--- config.mk ---
export PLATFORM = sky130hd
export DESIGN_NAME = uart_tx_fifo_reader_flat
export DESIGN_NICKNAME = d
export VERILOG_FILES = /design/src/rtl/uart_tx_fifo_reader_pkg.sv /design/src/rtl/uart_tx_fifo_reader_if.sv /design/src/rtl/uart_tx_fifo_reader.sv /design/src/flat_wrapper.sv
export SDC_FILE = /design/constraint.sdc
export NUM_CORES = 1
export LEC_CHECK = 0
export CAP_MARGIN = 30
export CORE_ASPECT_RATIO = 1.75
export CORE_MARGIN = 2
export CORE_UTILIZATION = 53
export DETAILED_ROUTE_END_ITERATION = 6
export GPL_ROUTABILITY_DRIVEN = 0
export PLACE_DENSITY = 0.86
export SLEW_MARGIN = 10
export SYNTH_ARGS = -nofsm -noshare
export SYNTH_HDL_FRONTEND = slang
export SYNTH_SLANG_ARGS = --single-unit
--- constraint.sdc ---
create_clock -name clk -period 2.33 [get_ports clk]
set_input_delay 0.233 -clock clk [delete_from_list [all_inputs] [get_ports clk]]
set_output_delay 0.233 -clock clk [all_outputs]
set_load 0.02 [all_outputs]
--- src/rtl/uart_tx_fifo_reader_pkg.sv ---
// uart_pkg: shared UART types and defaults
// used by both the transmitter and the receiver
package uart_pkg;

  localparam int OVERSAMPLE  = 16;
  localparam int DBIT_DEF    = 8;
  localparam int SB_TICK_DEF = 16;

  typedef enum logic [2:0] {
    IDLE   = 3'd0,
    START  = 3'd1,
    DATA   = 3'd2,
    PARITY = 3'd3,
    STOP   = 3'd4
  } state_t;

  function automatic logic even_par(
    input logic [7:0] d
  );
    return ^d;
  endfunction

endpackage

--- src/rtl/uart_tx_fifo_reader_if.sv ---
// uart_tx_fifo_reader_if: FIFO read-side bundle
// master = the reader popping words, slave = the FIFO
interface uart_tx_fifo_reader_if #(
  parameter int DBIT = 8
);

  logic            fifo_rd;
  logic            fifo_empty;
  logic [DBIT-1:0] fifo_r_data;

  modport master (
    output fifo_rd,
    input  fifo_empty,
    input  fifo_r_data
  );

  modport slave (
    input  fifo_rd,
    output fifo_empty,
    output fifo_r_data
  );

endinterface

--- src/rtl/uart_tx_fifo_reader.sv ---
// uart_tx_fifo_reader: drains the TX FIFO onto the
// serial line, 16x oversampled, LSB first
module uart_tx_fifo_reader
  import uart_pkg::*;
#(
  parameter int DBIT      = DBIT_DEF,
  parameter int SB_TICK   = SB_TICK_DEF,
  parameter int PARITY_EN = 0
) (
  input  logic                  clk,
  input  logic                  rst,
  input  logic                  s_tick,
  uart_tx_fifo_reader_if.master fifo,
  output logic                  tx,
  output logic                  tx_busy,
  output logic                  tx_done_tick
);

  localparam logic [4:0] OS_LAST = 5'(OVERSAMPLE - 1);
  localparam logic [4:0] SB_LAST = 5'(SB_TICK - 1);
  localparam logic [2:0] N_LAST  = 3'(DBIT - 1);

  state_t          state;
  logic [4:0]      s;
  logic [2:0]      n;
  logic [DBIT-1:0] b;
  logic            p;
  logic            pop;

  // pop is Mealy so a waiting byte leaves on the
  // first idle cycle; reset suppresses it
  assign pop = (state == IDLE)
             && !fifo.fifo_empty
             && !rst;

  assign fifo.fifo_rd = pop;
  assign tx_busy      = (state != IDLE);

  // frame sequencer; tx is registered from the
  // current state so the line never glitches
  always_ff @(posedge clk) begin
    if (rst) begin
      state        <= IDLE;
      s            <= '0;
      n            <= '0;
      b            <= '0;
      p            <= 1'b0;
      tx           <= 1'b1;
      tx_done_tick <= 1'b0;
    end else begin
      tx_done_tick <= 1'b0;
      unique case (state)
        IDLE: begin
          tx <= 1'b1;
          if (pop) begin
            b     <= fifo.fifo_r_data;
            p     <= ^fifo.fifo_r_data;
            s     <= '0;
            state <= START;
          end
        end
        START: begin
          tx <= 1'b0;
          if (s_tick) begin
            if (s == OS_LAST) begin
              s     <= '0;
              n     <= '0;
              state <= DATA;
            end else begin
              s <= s + 5'd1;
            end
          end
        end
        DATA: begin
          tx <= b[0];
          if (s_tick) begin
            if (s == OS_LAST) begin
              s <= '0;
              b <= b >> 1;
              if (n == N_LAST) begin
                state <= (PARITY_EN != 0)
                       ? PARITY : STOP;
              end else begin
                n <= n + 3'd1;
              end
            end else begin
              s <= s + 5'd1;
            end
          end
        end
        PARITY: begin
          tx <= p;
          if (s_tick) begin
            if (s == OS_LAST) begin
              s     <= '0;
              state <= STOP;
            end else begin
              s <= s + 5'd1;
            end
          end
        end
        STOP: begin
          tx <= 1'b1;
          if (s_tick) begin
            if (s == SB_LAST) begin
              s            <= '0;
              tx_done_tick <= 1'b1;
              state        <= IDLE;
            end else begin
              s <= s + 5'd1;
            end
          end
        end
        default: begin
          tx    <= 1'b1;
          state <= IDLE;
        end
      endcase
    end
  end

endmodule
--- src/flat_wrapper.sv ---
// flat-port wrapper written by rule: the top's interface ports become plain ports
module uart_tx_fifo_reader_flat import uart_pkg::*;
#(
  parameter int DBIT      = DBIT_DEF,
  parameter int SB_TICK   = SB_TICK_DEF,
  parameter int PARITY_EN = 0
)
  (clk, rst, s_tick, tx, tx_busy, tx_done_tick, fifo_fifo_rd, fifo_fifo_empty, fifo_fifo_r_data);
  uart_tx_fifo_reader_if #(.DBIT(DBIT)) fifo_i ();
  input  logic clk;
  input  logic rst;
  input  logic s_tick;
  output logic tx;
  output logic tx_busy;
  output logic tx_done_tick;
  output wire logic [$bits(fifo_i.fifo_rd)-1:0] fifo_fifo_rd;
  input wire logic [$bits(fifo_i.fifo_empty)-1:0] fifo_fifo_empty;
  input wire logic [$bits(fifo_i.fifo_r_data)-1:0] fifo_fifo_r_data;
  assign fifo_fifo_rd = fifo_i.fifo_rd;
  assign fifo_i.fifo_empty = fifo_fifo_empty;
  assign fifo_i.fifo_r_data = fifo_fifo_r_data;
  uart_tx_fifo_reader #(.DBIT(DBIT), .SB_TICK(SB_TICK), .PARITY_EN(PARITY_EN)) u_core (.clk(clk), .rst(rst), .s_tick(s_tick), .fifo(fifo_i), .tx(tx), .tx_busy(tx_busy), .tx_done_tick(tx_done_tick));
endmodule
==> flow_metrics.env, run 1 <==
export IMPL_multi_input_area_um2=687
export IMPL_power_per_cell_area_nw_per_um2=528
export IMPL_grt_use_total_pct=23.3
export IMPL_start_kind="register"
export IMPL_avgSynthCellArea_um2=8.47
export IMPL_final_layout_size_suffix_gt1_share_pct=12.7
export IMPL_ant_nets=0
export IMPL_utilization_pct=66.1
export IMPL_cts_path_max_buffers=2
export IMPL_port_buffers=15
export IMPL_period_minus_slack_ns=2.14
export IMPL_whs_ns=0.469
export IMPL_reg2regPathDepth=4
export IMPL_antenna_found_initial=0
export IMPL_grt_first_pass_wirelength_mm=4.28
export IMPL_synth_net_count=157
export IMPL_worstPathArrival_ns=1.90
export IMPL_hp_start="u_core.n[2]"
export IMPL_period_share_pct=91.7
export IMPL_root_buffer="clkbuf_4"
export IMPL_clk_latency_ns=0.31
export IMPL_n_antenna_cell=0
export IMPL_worstReg2RegStart="u_core.state[1]"
export IMPL_via_per_inst=6.18
export IMPL_syn_to_final_growth_pct=16.4
export IMPL_post_drt_wl_per_cell_um=14.7
export IMPL_regToRegSetupSlack_ns=0.37
export IMPL_setup_violations=0
export IMPL_outcome="finished clean"
export IMPL_place_hpwl_mm=2.04
export IMPL_tightest_slew_ns=0.466
export IMPL_critPathKind="register to primary output"
export IMPL_dieWidth_um=40.0
export IMPL_slowest_stage="dfxtp_1"
export IMPL_rsz0062_at_grt="false"
export IMPL_finalNetCount=173
export IMPL_reg2reg_to="u_core.b[6]"
export IMPL_crit_chain="or3_4, or3_1, clkinv_2, dlygate4sd2_1"
export IMPL_dieArea_um2=2680
export IMPL_die_y_um=67.0
export IMPL_synth_seq_cells=22
export IMPL_grt_pass1_vias=1053
export IMPL_fillers=176
export IMPL_clk_pin_slew_ns=0.12
export IMPL_dp_cells=177
export IMPL_layout_commonest_cell="nand2_1"
export IMPL_worstHoldPathCells=2
export IMPL_skew_ns=0.00596
export IMPL_grt_start_max_net_pins=22
export IMPL_maxSlewHeadroom_pct=68.8
export IMPL_ctsHtreeMaxLevel=1
export IMPL_drtIter0Drc=60
export IMPL_cts_setup_buffers=0
export IMPL_max_stage_delay_ns=0.42
export IMPL_synthArstFlopShare_pct=0
export IMPL_crit_fanout=11
export IMPL_peakVddDrop_mv=0.378
export IMPL_slew_violations=0
export IMPL_critical_path_top_delay_family="simple AND/OR/NAND/NOR gates"
export IMPL_synth_edff_count=0
export IMPL_max_cap_violations=0
export IMPL_seqCellArea_um2=440
export IMPL_finalSetupTns_ns=0
export IMPL_first_pass_iters=4
export IMPL_cts_sinks=22
export IMPL_hold_viol_final=0
export IMPL_synth_area_um2=1200
export IMPL_cp_end_kind="primary output"
export IMPL_io_pins=16
export IMPL_min_to="u_core.n[2]"
export IMPL_final_cell_mix="nand2_1 (24), dfxtp_1 (22), clkdlybuf4s50_1 (14)"
export IMPL_vias=1118
export IMPL_cts_inserted_buffers=3
export IMPL_cts_tree="done"
export IMPL_grt_overflow_total=0
export IMPL_p_leak_uw=0.000494
export IMPL_syn_inst=142
export IMPL_instances_no_fill=181
export IMPL_synth_flop_cell="dfxtp_1"
export IMPL_core_area_um2=2120
export IMPL_start_util_pct=56.7
export IMPL_synth_cell_types=38
export IMPL_fmax_mhz=468
export IMPL_required_ns=2.10
export IMPL_drcViolationCount=0
export IMPL_ys_seq_area_share_pct=36.6
export IMPL_worst_path_buf_inv=2
export IMPL_rows=22
export IMPL_hp_class="register to register"
export IMPL_yosysWarnings=0
export IMPL_drt_total_wl_mm=2.66
stage by stage:
stage	instance area [um2]	setup WS, ns	total power [uW]
3_5_place_dp	1370	0.282	535
4_1_cts	1400	0.188	740
6_report	1400	0.193	739
3_3_place_gp	1370	0.294	531
5_1_grt	1400	0.103	765
2_1_floorplan	1200	0.527	492
repair_timing:
action / in CTS / in global routing
hold buffers: 0 / 0
gates resized for setup: 1 / 0
endpoints found under the setup margin: 1 / 0
flip-flops by register name (all words and copies together), names as in the netlist:
name	flops
u_core.tx_done_tick	1
u_core.s	5
u_core.n	3
u_core.b	8
u_core.p	1
u_core.state	3
u_core.tx	1
where the power goes:
part | internal (uW) | switching, uW
sequential | 392 | 11.3
clock | 95.5 | 117
combinational | 62.3 | 60.7
total | 550 | 189
synthesized netlist by cell type (2+ instances only):
cell	count	area, um2
xnor2_1	7	61.3
dfxtp_1	22	440
or3_1	2	12.5
buf_2	2	10.0
inv_1	4	15.0
a311oi_1	2	17.5
ha_1	3	37.5
nand3_1	11	55.1
nor3_1	8	40.0
nor2b_1	2	12.5
a31oi_1	2	12.5
o21ai_0	3	15.0
clkbuf_1	5	18.8
or2_2	2	12.5
nor3b_1	2	15.0
a21oi_1	10	50.1
o2111ai_1	3	26.3
a311oi_2	5	75.1
nor2_1	5	18.8
nand2_1	24	90.1
area by class of cell:
class | count | area share [%]
well taps | 24 | 2.14
inverters | 5 | 1.43
multi-input cells | 106 | 49.1
flip-flops and latches | 22 | 31.5
repair buffers | 20 | 13.3
clock buffers | 4 | 2.59
layer usage:
| metal | GRT usage (%) | wire [um] | vias up |
|---|---|---|---|
| met4 | 12.9 | 65 | 0 |
| met1 | 21.5 | 1000 | 536 |
| met5 | 0 | 0 | - |
| met3 | 2.33 | 77 | 6 |
| met2 | 44.4 | 1510 | 32 |
| li1 | - | - | 544 |
worst min-delay path, stage by stage, from the launching register on:
cell and delay, ns:
dfxtp_1 0.33, nand2_1 0.05, a21oi_1 0.05
worst max path at each step:
stage                               start      endpoint  slack, ns  cells after the start
final                     u_core.state[0]  fifo_fifo_rd       0.19                      4
after global placement    u_core.state[0]  fifo_fifo_rd       0.29                      4
after floorplan           u_core.state[2]   u_core.b[0]       0.53                      7
after detailed placement  u_core.state[0]  fifo_fifo_rd       0.28                      4
after CTS                 u_core.state[0]  fifo_fifo_rd       0.19                      4
after global routing      u_core.state[0]  fifo_fifo_rd       0.10                      4
cell families (layout without fill, tap and decap cells):
group           after synthesis  after routing  synth area share, %
simple gates                 65             65                 28.3
xor+xnor                      7              7                 5.10
buf+inv                      14             29                 6.24
compound gates               30             30                 19.8
mux                           1              1                0.832
flops                        22             22                 36.6
fa+ha+maj                     3              3                 3.12
Power figures use the tool's default switching activity.
==> run 2, diff against run 1 <==
--- a/config.mk
+++ b/config.mk
@@ -5,9 +5,9 @@
 export SDC_FILE = /design/constraint.sdc
 export NUM_CORES = 1
 export LEC_CHECK = 0
+export ABC_CLOCK_PERIOD_IN_PS = 2330
 export CAP_MARGIN = 30
 export CORE_ASPECT_RATIO = 1.75
-export CORE_MARGIN = 2
 export CORE_UTILIZATION = 53
 export DETAILED_ROUTE_END_ITERATION = 6
 export GPL_ROUTABILITY_DRIVEN = 0
==> flow_metrics.env, run 2 (synthesis results as in run 1) <==
export IMPL_period_share_pct=90.0
export IMPL_start_kind="register"
export IMPL_vias=1101
export IMPL_cts_tree="done"
export IMPL_cts_inserted_buffers=3
export IMPL_cts_setup_buffers=0
export IMPL_grt_pass1_vias=1059
export IMPL_skew_ns=0.00573
export IMPL_post_drt_wl_per_cell_um=13.9
export IMPL_instances_no_fill=181
export IMPL_crit_fanout=7
export IMPL_preCtsSetupSlack_ns=0.317
export IMPL_reg2regPathDepth=4
export IMPL_fillers=174
export IMPL_min_to="u_core.n[2]"
export IMPL_worstHoldPathCells=2
export IMPL_rows=22
export IMPL_fin_ws_ns=0.234
export IMPL_worstPathArrival_ns=1.86
export IMPL_finalNetCount=173
export IMPL_final_cell_mix="nand2_1 (24), dfxtp_1 (22), clkdlybuf4s50_1 (14)"
export IMPL_start_util_pct=56.7
export IMPL_hp_start="u_core.n[2]"
export IMPL_hp_class="register to register"
export IMPL_slew_violations=0
export IMPL_clk_pin_slew_ns=0.12
export IMPL_place_hpwl_mm=1.93
export IMPL_crit_chain="or3_4, or3_1, clkinv_2, dlygate4sd2_1"
export IMPL_grt_overflow_total=0
export IMPL_grt_use_total_pct=23.3
export IMPL_largest_register_ffs=8
export IMPL_cts_path_max_buffers=2
export IMPL_setup_violations=0
export IMPL_maxSlewHeadroom_pct=68.6
export IMPL_max_cap_violations=0
export IMPL_cts_sinks=22
export IMPL_whs_ns=0.466
export IMPL_drt_total_wl_mm=2.51
export IMPL_antenna_found_initial=0
export IMPL_die_y_um=65.0
export IMPL_rsz0062_at_grt="false"
export IMPL_top_register="u_core.b"
export IMPL_regToRegSetupSlack_ns=0.38
export IMPL_drtIter0Drc=32
export IMPL_clk_latency_ns=0.31
export IMPL_peakVddDrop_mv=0.371
export IMPL_root_buffer="clkbuf_4"
export IMPL_first_pass_iters=4
export IMPL_tightest_slew_ns=0.468
export IMPL_ant_nets=0
export IMPL_io_pins=16
export IMPL_slowest_stage="or3_4"
export IMPL_power_per_cell_area_nw_per_um2=525
export IMPL_critPathKind="register to primary output"
export IMPL_dp_cells=177
export IMPL_worstReg2RegStart="u_core.state[1]"
export IMPL_largest_registers="u_core.b (8), u_core.s (5)"
export IMPL_fmax_mhz=477
export IMPL_via_per_inst=6.08
export IMPL_drcViolationCount=0
export IMPL_reg2reg_to="u_core.b[6]"
export IMPL_layout_commonest_cell="nand2_1"
export IMPL_finalSetupTns_ns=0
export IMPL_outcome="finished clean"
export IMPL_p_leak_uw=0.000495
export IMPL_cp_end_kind="primary output"
export IMPL_ctsHtreeMaxLevel=1
export IMPL_dieWidth_um=38.0
export IMPL_ctsHoldBuffers=0
export IMPL_hold_viol_final=0
export IMPL_n_antenna_cell=0
export IMPL_grt_first_pass_wirelength_mm=4.21
export IMPL_port_buffers=15
export IMPL_syn_to_final_growth_pct=16.4
export IMPL_required_ns=2.10
export IMPL_core_area_um2=2120
export IMPL_p_total_uw=734
export IMPL_period_minus_slack_ns=2.10
export IMPL_max_stage_delay_ns=0.41
export IMPL_grt_start_max_net_pins=22
export IMPL_dieArea_um2=2470
export IMPL_final_layout_size_suffix_gt1_share_pct=12.7
-- run 2: cell counts in the layout (fill, tap and decap cells not counted) --
No cell type changed its count.
-- run 2: area by class of cell --
cell class              count  area [um2]  share of cell area (%)
clock buffers               4        36.3                    2.59
inverters                   5        20.0                    1.43
multi-input cells         106         687                    49.1
flip-flops and latches     22         440                    31.5
well taps                  24        30.0                    2.14
repair buffers             20         186                    13.3
-- run 2: power by group --
| part | internal, uW | switching [uW] | leakage (uW) | total (uW) |
|---|---|---|---|---|
| clock network | 95.4 | 112 | 0.0000210 | 208 |
| registers | 392 | 9.16 | 0.000179 | 401 |
| logic | 62.8 | 62.8 | 0.000295 | 126 |
| total | 550 | 184 | 0.000495 | 734 |
-- run 2: per-layer routing --
layer	track usage (%)	up-vias	wire length (um)	part of all wire [%]
li1	-	546	-	-
met1	22.5	519	906	36
met2	46.6	31	1470	58
met3	3.08	5	103	4.1
met4	6.70	0	36	1.4
met5	0	-	0	0
-- run 2: how the worst max path moves through the flow --
stage | startpoint | end | slack (ns)
finish | u_core.state[2] | fifo_fifo_rd | 0.23
floorplan | u_core.state[2] | u_core.b[0] | 0.53
global placement | u_core.state[2] | fifo_fifo_rd | 0.32
CTS | u_core.state[2] | fifo_fifo_rd | 0.23
detailed placement | u_core.state[2] | fifo_fifo_rd | 0.32
global route | u_core.state[1] | fifo_fifo_rd | 0.15
-- run 2: through the flow --
stage	cell area, um2	utilization, %
finish	1400	66.1
floorplan	1200	-
detailed placement	1370	64.4
global placement	1370	64.4
CTS	1400	66.1
global route	1400	66.1
-- run 2: repair_timing --
action	4_1_cts	5_1_grt
endpoints found under the hold margin	0	0
gates resized for setup	1	0
endpoints found under the setup margin	1	0
-- run 2: worst max-delay path: cells and delay by family, from the launching register on --
kind | cells | cell delay (ns)
buf+inv | 2 | 0.39
flops | 1 | 0.38
simple gates | 2 | 0.78
